**src/rtl/ptmch_trg_multi_if.sv**
```systemverilog
// Snoop-side bundle for ptmch_trg_multi: SPI bus inputs, channel configuration and status outputs.
// master = bus/config owner, slave = the trigger block.
interface ptmch_trg_multi_if #(
  parameter int unsigned NCH  = 4,
  parameter int unsigned ADRW = 24,
  parameter int unsigned CNTW = 8
);
  logic                   SPI_CS;
  logic                   SPI_MOSI;
  logic [NCH*8-1:0]       CFG_OPC;
  logic [NCH*8-1:0]       CFG_MSK;
  logic [NCH-1:0]         CFG_ADR_EN;
  logic [NCH*ADRW-1:0]    CFG_ADR_LO;
  logic [NCH*ADRW-1:0]    CFG_ADR_HI;
  logic                   CNT_CLR;
  logic [7:0]             OPC;
  logic                   OPC_VLD;
  logic [ADRW-1:0]        ADR;
  logic                   ADR_VLD;
  logic [NCH-1:0]         TRG_HIT;
  logic [NCH-1:0]         TRG_STB;
  logic [NCH*CNTW-1:0]    HIT_CNT;

  modport master (
    output SPI_CS, SPI_MOSI, CFG_OPC, CFG_MSK, CFG_ADR_EN, CFG_ADR_LO, CFG_ADR_HI, CNT_CLR,
    input  OPC, OPC_VLD, ADR, ADR_VLD, TRG_HIT, TRG_STB, HIT_CNT
  );

  modport slave (
    input  SPI_CS, SPI_MOSI, CFG_OPC, CFG_MSK, CFG_ADR_EN, CFG_ADR_LO, CFG_ADR_HI, CNT_CLR,
    output OPC, OPC_VLD, ADR, ADR_VLD, TRG_HIT, TRG_STB, HIT_CNT
  );
endinterface

```
**src/rtl/ptmch_trg_multi.sv**
```systemverilog
// Multi-channel SPI flash snoop trigger: decodes opcode and optional address (mode 0, MSB first)
// and raises per-channel hit flags, one-cycle strobes and saturating hit counters.
module ptmch_trg_multi #(
  parameter int unsigned NCH  = 4,
  parameter int unsigned ADRW = 24,
  parameter int unsigned CNTW = 8
) (
  input logic                SPI_CLK,
  input logic                RESET_N,
  ptmch_trg_multi_if.slave   bus
);

  typedef enum logic [1:0] {StIdle, StOpc, StAdr, StData} state_e;

  localparam logic [5:0] OpcLast = 6'd7;
  localparam logic [5:0] AdrLast = 6'(8 + ADRW - 1);
  localparam logic [5:0] BitEnd  = 6'(8 + ADRW);

  state_e                    state_q, state_d;
  logic [5:0]                bitcnt_q, bitcnt_d;
  logic [ADRW-1:0]           shift_q, shift_d;
  logic                      opc_vld_q, opc_vld_d;
  logic                      adr_vld_q, adr_vld_d;
  logic [NCH-1:0]            trg_hit_q, trg_hit_d;
  logic [NCH-1:0]            trg_stb_q, trg_stb_d;
  logic [7:0]                opc_q, opc_d;
  logic [ADRW-1:0]           adr_q, adr_d;
  logic [NCH-1:0][CNTW-1:0]  cnt_q, cnt_d;

  logic [7:0]                opc_new;
  logic [ADRW-1:0]           adr_new;
  logic [NCH-1:0]            opc_hit_new, opc_hit_cur, in_win, fire;

  // Chip select high holds all per-transaction state in reset.
  logic txn_rst_n;
  assign txn_rst_n = RESET_N & ~bus.SPI_CS;

  always_comb begin
    state_d   = state_q;
    bitcnt_d  = (bitcnt_q == BitEnd) ? bitcnt_q : bitcnt_q + 6'd1;
    shift_d   = {shift_q[ADRW-2:0], bus.SPI_MOSI};
    opc_d     = opc_q;
    opc_vld_d = opc_vld_q;
    adr_d     = adr_q;
    adr_vld_d = adr_vld_q;
    fire      = '0;
    opc_new   = {shift_q[6:0], bus.SPI_MOSI};
    adr_new   = shift_d;
    opc_hit_new = '0;
    opc_hit_cur = '0;
    in_win      = '0;

    for (int unsigned n = 0; n < NCH; n++) begin
      opc_hit_new[n] = ((opc_new ^ bus.CFG_OPC[8*n +: 8]) & bus.CFG_MSK[8*n +: 8]) == 8'h00;
      opc_hit_cur[n] = ((opc_q ^ bus.CFG_OPC[8*n +: 8]) & bus.CFG_MSK[8*n +: 8]) == 8'h00;
      in_win[n]      = (bus.CFG_ADR_LO[n*ADRW +: ADRW] <= adr_new) &&
                       (adr_new <= bus.CFG_ADR_HI[n*ADRW +: ADRW]);
    end

    unique case (state_q)
      StIdle: state_d = StOpc;
      StOpc: begin
        if (bitcnt_q == OpcLast) begin
          opc_d     = opc_new;
          opc_vld_d = 1'b1;
          fire      = opc_hit_new & ~bus.CFG_ADR_EN;
          state_d   = |(opc_hit_new & bus.CFG_ADR_EN) ? StAdr : StData;
        end
      end
      StAdr: begin
        // opc_q already holds this transaction's opcode here.
        if (bitcnt_q == AdrLast) begin
          adr_d     = adr_new;
          adr_vld_d = 1'b1;
          fire      = opc_hit_cur & bus.CFG_ADR_EN & in_win;
          state_d   = StData;
        end
      end
      StData: state_d = StData;
    endcase

    trg_hit_d = trg_hit_q | fire;
    trg_stb_d = fire;

    cnt_d = cnt_q;
    if (bus.CNT_CLR) begin
      cnt_d = '0;
    end else begin
      for (int unsigned n = 0; n < NCH; n++) begin
        if (fire[n] && (cnt_q[n] != {CNTW{1'b1}})) cnt_d[n] = cnt_q[n] + 1'b1;
      end
    end
  end

  always_ff @(posedge SPI_CLK or negedge txn_rst_n) begin
    if (!txn_rst_n) begin
      state_q   <= StIdle;
      bitcnt_q  <= '0;
      shift_q   <= '0;
      opc_vld_q <= 1'b0;
      adr_vld_q <= 1'b0;
      trg_hit_q <= '0;
      trg_stb_q <= '0;
    end else begin
      state_q   <= state_d;
      bitcnt_q  <= bitcnt_d;
      shift_q   <= shift_d;
      opc_vld_q <= opc_vld_d;
      adr_vld_q <= adr_vld_d;
      trg_hit_q <= trg_hit_d;
      trg_stb_q <= trg_stb_d;
    end
  end

  always_ff @(posedge SPI_CLK or negedge RESET_N) begin
    if (!RESET_N) begin
      opc_q <= '0;
      adr_q <= '0;
      cnt_q <= '0;
    end else begin
      opc_q <= opc_d;
      adr_q <= adr_d;
      cnt_q <= cnt_d;
    end
  end

  assign bus.OPC     = opc_q;
  assign bus.OPC_VLD = opc_vld_q;
  assign bus.ADR     = adr_q;
  assign bus.ADR_VLD = adr_vld_q;
  assign bus.TRG_HIT = trg_hit_q;
  assign bus.TRG_STB = trg_stb_q;
  assign bus.HIT_CNT = cnt_q;

endmodule

```
**src/flat_wrapper.sv**
```systemverilog
// flat-port wrapper written by rule: the top's interface ports become plain ports
module ptmch_trg_multi_flat 
#(
  parameter int unsigned NCH  = 4,
  parameter int unsigned ADRW = 24,
  parameter int unsigned CNTW = 8
)
  (SPI_CLK, RESET_N, bus_SPI_CS, bus_SPI_MOSI, bus_CFG_OPC, bus_CFG_MSK, bus_CFG_ADR_EN, bus_CFG_ADR_LO, bus_CFG_ADR_HI, bus_CNT_CLR, bus_OPC, bus_OPC_VLD, bus_ADR, bus_ADR_VLD, bus_TRG_HIT, bus_TRG_STB, bus_HIT_CNT);
  ptmch_trg_multi_if #(.NCH(NCH), .ADRW(ADRW), .CNTW(CNTW)) bus_i ();
  input logic SPI_CLK;
  input logic RESET_N;
  input wire logic [$bits(bus_i.SPI_CS)-1:0] bus_SPI_CS;
  input wire logic [$bits(bus_i.SPI_MOSI)-1:0] bus_SPI_MOSI;
  input wire logic [$bits(bus_i.CFG_OPC)-1:0] bus_CFG_OPC;
  input wire logic [$bits(bus_i.CFG_MSK)-1:0] bus_CFG_MSK;
  input wire logic [$bits(bus_i.CFG_ADR_EN)-1:0] bus_CFG_ADR_EN;
  input wire logic [$bits(bus_i.CFG_ADR_LO)-1:0] bus_CFG_ADR_LO;
  input wire logic [$bits(bus_i.CFG_ADR_HI)-1:0] bus_CFG_ADR_HI;
  input wire logic [$bits(bus_i.CNT_CLR)-1:0] bus_CNT_CLR;
  output wire logic [$bits(bus_i.OPC)-1:0] bus_OPC;
  output wire logic [$bits(bus_i.OPC_VLD)-1:0] bus_OPC_VLD;
  output wire logic [$bits(bus_i.ADR)-1:0] bus_ADR;
  output wire logic [$bits(bus_i.ADR_VLD)-1:0] bus_ADR_VLD;
  output wire logic [$bits(bus_i.TRG_HIT)-1:0] bus_TRG_HIT;
  output wire logic [$bits(bus_i.TRG_STB)-1:0] bus_TRG_STB;
  output wire logic [$bits(bus_i.HIT_CNT)-1:0] bus_HIT_CNT;
  assign bus_i.SPI_CS = bus_SPI_CS;
  assign bus_i.SPI_MOSI = bus_SPI_MOSI;
  assign bus_i.CFG_OPC = bus_CFG_OPC;
  assign bus_i.CFG_MSK = bus_CFG_MSK;
  assign bus_i.CFG_ADR_EN = bus_CFG_ADR_EN;
  assign bus_i.CFG_ADR_LO = bus_CFG_ADR_LO;
  assign bus_i.CFG_ADR_HI = bus_CFG_ADR_HI;
  assign bus_i.CNT_CLR = bus_CNT_CLR;
  assign bus_OPC = bus_i.OPC;
  assign bus_OPC_VLD = bus_i.OPC_VLD;
  assign bus_ADR = bus_i.ADR;
  assign bus_ADR_VLD = bus_i.ADR_VLD;
  assign bus_TRG_HIT = bus_i.TRG_HIT;
  assign bus_TRG_STB = bus_i.TRG_STB;
  assign bus_HIT_CNT = bus_i.HIT_CNT;
  ptmch_trg_multi #(.NCH(NCH), .ADRW(ADRW), .CNTW(CNTW)) u_core (.SPI_CLK(SPI_CLK), .RESET_N(RESET_N), .bus(bus_i));
endmodule
```
**config.mk**
```make
export PLATFORM = sky130hd
export DESIGN_NAME = ptmch_trg_multi_flat
export DESIGN_NICKNAME = d
export VERILOG_FILES = /design/src/rtl/ptmch_trg_multi_if.sv /design/src/rtl/ptmch_trg_multi.sv /design/src/flat_wrapper.sv
export SDC_FILE = /design/constraint.sdc
export NUM_CORES = 1
export LEC_CHECK = 0
export BUFFER_PORTS_ARGS = -buffer_cell sky130_fd_sc_hd__buf_2
export CAP_MARGIN = 0
export CORE_UTILIZATION = 50
export CTS_BUF_LIST = sky130_fd_sc_hd__clkbuf_4
export DETAILED_ROUTE_END_ITERATION = 8
export GPL_TIMING_DRIVEN = 0
export PLACE_DENSITY = 0.84
export SETUP_SLACK_MARGIN = 0.3
export SYNTH_ARGS = -nofsm -noshare
export SYNTH_HDL_FRONTEND = slang
export SYNTH_SLANG_ARGS = --single-unit
```
**constraint.sdc**
```tcl
create_clock -name SPI_CLK -period 4.69 [get_ports SPI_CLK]
set_input_delay 0.938 -clock SPI_CLK [delete_from_list [all_inputs] [get_ports SPI_CLK]]
set_output_delay 0.938 -clock SPI_CLK [all_outputs]
set_load 0.01 [all_outputs]
```
==> results of run 1 <==
cell families (layout without fill, tap and decap cells):
| logic type | Yosys count | after routing |
|---|---|---|
| AO/OA/AOI/OAI | 243 | 243 |
| flip-flops | 105 | 105 |
| adder cells (fa/ha/maj) | 202 | 202 |
| multiplexers | 33 | 33 |
| XOR/XNOR | 72 | 72 |
| AND/OR/NAND/NOR | 319 | 319 |
| buffers and inverters | 170 | 525 |
| other | 0 | 4 |
power by group:
part	internal, uW	total (uW)	leakage [uW]	switching [uW]
combinational	386	894	0.00520	508
clock	136	520	0.0000841	384
sequential	974	1040	0.00138	63.8
total	1500	2450	0.00667	956
stage by stage:
stage	setup WS (ps)	utilization	cells
finish	747	0.626	1768
global route	621	0.626	1768
CTS	773	0.626	1764
detailed placement	148	0.617	1748
global placement	-1520	0.616	1747
floorplan	1290	-	1144
cell type report:
cell class                      count  area, um2  share of cell area
Clock inverter                      7       93.8             0.00765
Multi-Input combinational cell    869       6780               0.552
Antenna cell                        4       10.0            0.000816
Timing Repair Buffer              339       1710               0.140
Inverter                          141        529              0.0431
Sequential cell                   105       2630               0.214
Tap cell                          265        332              0.0270
Clock buffer                        9       67.6             0.00551
Buffer                             29        119             0.00969
sequential cells by signal (all words and copies together), names as in the netlist:
signal,count
u_core.bus.ADR,24
u_core.bus.TRG_STB,4
u_core.state_q,2
u_core.bitcnt_q,6
u_core.bus.OPC,8
u_core.bus.ADR_VLD,1
u_core.bus.HIT_CNT,32
u_core.bus.OPC_VLD,1
u_core.bus.TRG_HIT,4
u_core.shift_q,23
metal layers:
layer  share of wire  routed length (um)
met5         0.00050                  17
met2            0.47               15800
met3           0.081                2740
met1            0.40               13600
met4           0.046                1540
path summary, 6_finish.rpt:
check                           cells past startpoint                endpoint             startpoint  slack [ps]
worst max-delay path                               10  u_core.bus.HIT_CNT[15]      u_core.shift_q[4]         750
worst max register to register                     10  u_core.bus.HIT_CNT[15]      u_core.shift_q[4]         750
max in group asynchronous                           3       u_core.shift_q[4]                RESET_N        2930
worst min-delay path                                2   u_core.bus.TRG_STB[2]             bus_SPI_CS         460
worst min register to register                      1   u_core.bus.TRG_HIT[0]  u_core.bus.TRG_HIT[0]         500
min in group SPI_CLK                                1   u_core.bus.TRG_HIT[0]  u_core.bus.TRG_HIT[0]         500
repair_timing:
action / 4_1_cts / 5_1_grt
setup buffers: 0 / 0
endpoints found under the setup margin: 1 / 0
gates resized for setup: 1 / 0
cell usage in the layout, fill, tap and decap left out, drive strengths merged, types with 11 or more instances in the layout:
| master | instances |
|---|---|
| nand2 | 88 |
| a21oi | 99 |
| nand2b | 11 |
| clkbuf | 32 |
| o21ai | 38 |
| nor2b | 12 |
| mux2 | 28 |
| nor3 | 15 |
| xor2 | 68 |
| nand4 | 60 |
| nand3 | 38 |
| nor2 | 33 |
| buf | 345 |
| ha | 202 |
| inv | 143 |
| a22oi | 27 |
| dfrtp | 105 |
| o211ai | 11 |
worst max-delay path, cell delays in order (launching register included):
cell	delay, ps
dfrtp_1	550
clkbuf_1	570
inv_1	290
ha_1	380
nand4_1	200
nor4_1	290
mux2i_1	180
a2111oi_4	570
o21ai_2	190
or4_1	540
a21oi_1	150
==> metrics.txt, run 1 <==
status complete, no violations; Seq/Total Area, Yosys 0.262; Max Buffers Root-to-Sink 2; top-count cell post-synth ha_1; Commonest cells post-synth 202 x ha_1, 140 x inv_1, 105 x dfrtp_1; min Tclk post-route 3940 ps; Pre-antenna DRT Iters 6; Arrival @ worst endpoint roughly 4400 ps; share of layout cells above drive strength 1 0.270; IO Port Bufs ~340; register bit total from synthesis 105; XOR/XNOR Fraction of Synth Area 0.0628; Leakage between 0.006 and 0.007 uW; HPWL Detailed 27900 um; die footprint slightly above 20000 um2; placed inst area roughly 12000 um2; Post-synth EDFFs 0; initial antenna violation count 5; Initial Utilization 0.512; Finish-stage setup viols 0; met2 Use GR 0.564; min-delay worst type in -> async; Final Total Pwr approximately 2500 uW; Avg WL per Cell 19.1 um; worst hold margin between 400 and 500 ps; Synth top area share 0.262; simple-gate share of the synthesized area 0.168; Most Crowded Layer GR met2; setup tns final 0 ps; main combinational cell family by area after synthesis adder cells; largest net degree at the start of global routing 66; Die Y 144 um; Synth Area in Adders 0.252; Yosys top cell by area dfrtp_1; max-cap violations 0; routability congestion estimate 0.967; vias per cell 5.87; Mapped Cells about 1100; Avg Inst Size Synth ~9 um2; drt drc 0; Synth cell types 63; Worst-Skew Late Latency 520 ps; critical path capture point type register; Syn. warnings 0; GR Layer Usage met1 0.380; critical path class reg -> reg; final hold vios 0; top post-synthesis cells by area dfrtp_1 26%, ha_1 25%, xor2_1 5.9%; met3 usage 0.0740; via count ~10000; Tcrit/Tclk final 0.841; cell area power density 200 nW/um2; Max Clk Rate between 0.2 and 0.3 GHz; fill cell count between 1500 and 2000; max_slew headroom 0.389; Synth Area in Compound Gates 0.155; DRT iter0 DRCs 722; Hold-fix buffers, CTS 0; Worst-Margin Slew between 900 and 1000 ps; Pins Over Slew Limit 0; clk root buf clkbuf_4; mux contribution to synthesized area 0.0364; Mapped Area 10000 um2; Global Route Usage Sum 0.326; I/O pins 339; grt ovf 0; Layout area overhead 22.2%; clk slew on worst S/H paths 210 ps; ys flop type dfrtp_1; CTS H-tree depth 3; final WL roughly 34000 um; Finished Cell Area ~12000 um2; row cnt 51; first-pass GRT wire length roughly 51000 um; worst-path maximum fanout 6; post-route ant nets 0; CORE AREA between 15000 and 20000 um2; CTS sink count around 110; RSZ-0062 raised after global routing false; Peak VDD IR 0.176 mV; number of global-route vias before repair about 10000; Net Count, Synth roughly 1600; Fin Clk Skew 42.4 ps; ys async rst share 1.00; Num CTS Buffers 9; Post-layout nets 1961; Die W about 140 um; CTS tree done; Setup crit start kind register; worst path required time between 5000 and 6000 ps
(Power assumes the default switching activity.)
==> inputs of run 2 (changes only) <==
Clock period 4.69 ns to 4.1 ns, I/O delays scaled along.
==> metrics.txt, run 2 (same netlist as run 1, synthesis figures left out) <==
IO Port Bufs 338 (unchanged); setup tns final 0 ps (unchanged); I/O pins 339 (unchanged); Arrival @ worst endpoint 4080 ps (was 4410 ps); Global Route Usage Sum 0.326 (about the same); Pins Over Slew Limit 0 (unchanged); flop-to-flop setup slack 470 ps (was 750 ps); setup bufs post-CTS 0 (unchanged); RSZ-0062 raised after global routing false (unchanged); max FFs per register 32 (unchanged); critical path capture point type register (unchanged); max-cap violations 0 (unchanged); Pint 1710 uW (was 1500 uW); Finished Cell Area 12300 um2 (about the same); Die Y 144 um (unchanged); Avg WL per Cell 19.1 um (about the same); status complete, no violations (unchanged); CP Depth 13 (was 10); clk root buf clkbuf_4 (unchanged); CP Cell Sequence buf_2, clkbuf_1, inv_1, ha_1, nand4_1, nor2_1, nand2_1, a21boi_0, o31a_1, a311o_1, buf_2, o311ai_0, o41ai_1 (was clkbuf_1, inv_1, ha_1, nand4_1, nor4_1, mux2i_1, a2111oi_4, o21ai_2, or4_1, a21oi_1); final hold vios 0 (unchanged); CORE AREA 19600 um2 (unchanged); Num CTS Buffers 9 (unchanged); die footprint 20600 um2 (unchanged); worst-path maximum fanout 10 (was 6); Peak VDD IR 0.202 mV (was 0.176 mV); vias per cell 5.84 (was 5.87); placed inst area 12100 um2 (unchanged); Post-layout nets 1961 (unchanged); post-route ant nets 0 (unchanged); number of global-route vias before repair 10000 (about the same); Max Clk Rate ~0.27 GHz; grt ovf 0 (unchanged); switching power 1090 uW (was 956 uW); R2R cell count 10 (unchanged); routability congestion estimate 0.967 (unchanged); Fin Clk Skew 39.9 ps (was 42.4 ps); Leakage 0.00669 uW (was 0.00667 uW); DRT iter0 DRCs 731 (was 722); Tcrit/Tclk final 0.892; share of layout cells above drive strength 1 0.272 (was 0.270); CTS sink count 105 (unchanged); max_slew headroom 0.416 (was 0.389); clk slew on worst S/H paths 210 ps (about the same); critical path's most frequent cell buf_2; largest net degree at the start of global routing 66 (unchanged); Worst-Margin Slew 877 ps (was 906 ps); initial antenna violation count 5 (unchanged); Initial Utilization 0.512 (unchanged); via count 10300 (was 10400); first-pass GRT wire length 50700 um (unchanged); final WL 33700 um (about the same); CTS H-tree depth 3 (unchanged); Sw Share 0.390 (about the same); Finish-stage setup viols 0 (unchanged); min-delay worst type in -> async (unchanged); Clock power frac 0.212 (about the same); row cnt 51 (unchanged); Worst setup startpoint bus_SPI_MOSI (was u_core.shift_q[4]); most frequent cells in the layout 342 x buf_2, 202 x ha_1, 140 x inv_1 (unchanged); worst path bufs/invs 4 (was 2); part of the power in registers 0.423 (about the same); reg-to-reg endpoint u_core.bus.HIT_CNT[15] (unchanged); drt drc 0 (unchanged); CP top delay family compound AO/OA/AOI/OAI gates (was simple AND/OR/NAND/NOR gates); Critical-path top delay cell a311o_1 (was clkbuf_1); worst setup path endpoint u_core.bus.HIT_CNT[2] (was u_core.bus.HIT_CNT[15]); Max Buffers Root-to-Sink 2 (unchanged); min Tclk post-route between 3000 and 4000 ps; Layout area overhead 22.4% (was 22.2%); Final Total Pwr 2810 uW (was 2450 uW); max incr delay on CP 440 ps (was 570 ps); CTS tree done (unchanged); Worst-Skew Late Latency 520 ps (about the same); Die W 144 um (unchanged); Pre-antenna DRT Iters 5 (was 6); worst path required time 4520 ps (was 5160 ps); HPWL Detailed 27900 um (unchanged); Comb power frac 0.365 (was 0.364); Setup crit start kind input pin (was register); most common cell after layout, fill and taps aside buf_2 (unchanged); FF-to-FF Start u_core.shift_q[6] (was u_core.shift_q[4]); critical path class in -> reg (was reg -> reg); cell area power density 228 nW/um2 (was 200 nW/um2)
## run 2: area by class of cell
cell class / instances / area, um2
Antenna cell: 4 / 10.0
Inverter: 141 / 529
Buffer: 29 / 123
Clock inverter: 7 / 93.8
Multi-Input combinational cell: 869 / 6790
Fill cell: 1669 / 7300
Sequential cell: 105 / 2630
Tap cell: 265 / 332
Clock buffer: 9 / 67.6
Timing Repair Buffer: 339 / 1710
## run 2: per-stage QoR
step,hold WS [ps],setup WS [ps],cells,util
global route,316,310,1768,0.627
global placement,445,-2000,1747,0.616
CTS,308,374,1764,0.627
floorplan,440,820,1144,-
finish,343,442,1768,0.627
detailed placement,452,-324,1748,0.617
## run 2: per-layer routing
layer | global-route usage | wire length (um)
met2 | 0.564 | 15800
met4 | 0.157 | 1590
met1 | 0.380 | 13600
met5 | 0 | 17
met3 | 0.0740 | 2750
## run 2: worst reg2reg max path: stages (launching register included)
cell and delay (ps):
dfrtp_1 570, buf_2 340, inv_1 190, ha_1 360, nand4_1 190, nor4_1 290, mux2i_1 190, a2111oi_4 580
o21ai_2 190, or4_1 540, a21oi_1 150
## run 2: repair_timing
action / in CTS / in global routing
setup endpoints to repair: 11 / 11
resized for setup: 4 / 2
hold buffers: 0 / 0
cloned: 0 / 0
## run 2: worst min-delay path by stage
| stage | from | end | depth (start not counted) |
|---|---|---|---|
| CTS | bus_SPI_CS | u_core.bus.TRG_HIT[0] | 2 |
| global route | bus_SPI_CS | u_core.bus.TRG_HIT[0] | 2 |
| global placement | u_core.bus.OPC_VLD | u_core.bus.OPC_VLD | 1 |
| finish | bus_SPI_CS | u_core.bus.TRG_HIT[0] | 2 |
| detailed placement | u_core.bus.TRG_HIT[2] | u_core.bus.TRG_HIT[2] | 1 |
| floorplan | u_core.shift_q[1] | u_core.shift_q[2] | 0 |
## run 2: power groups by stage
stage	clock, uW	combinational [uW]	sequential [uW]
after detailed placement	0	1000	1210
after floorplan	0	567	1210
after global routing	641	1150	1200
final	595	1020	1190
after CTS	605	1010	1190
after global placement	0	960	1200
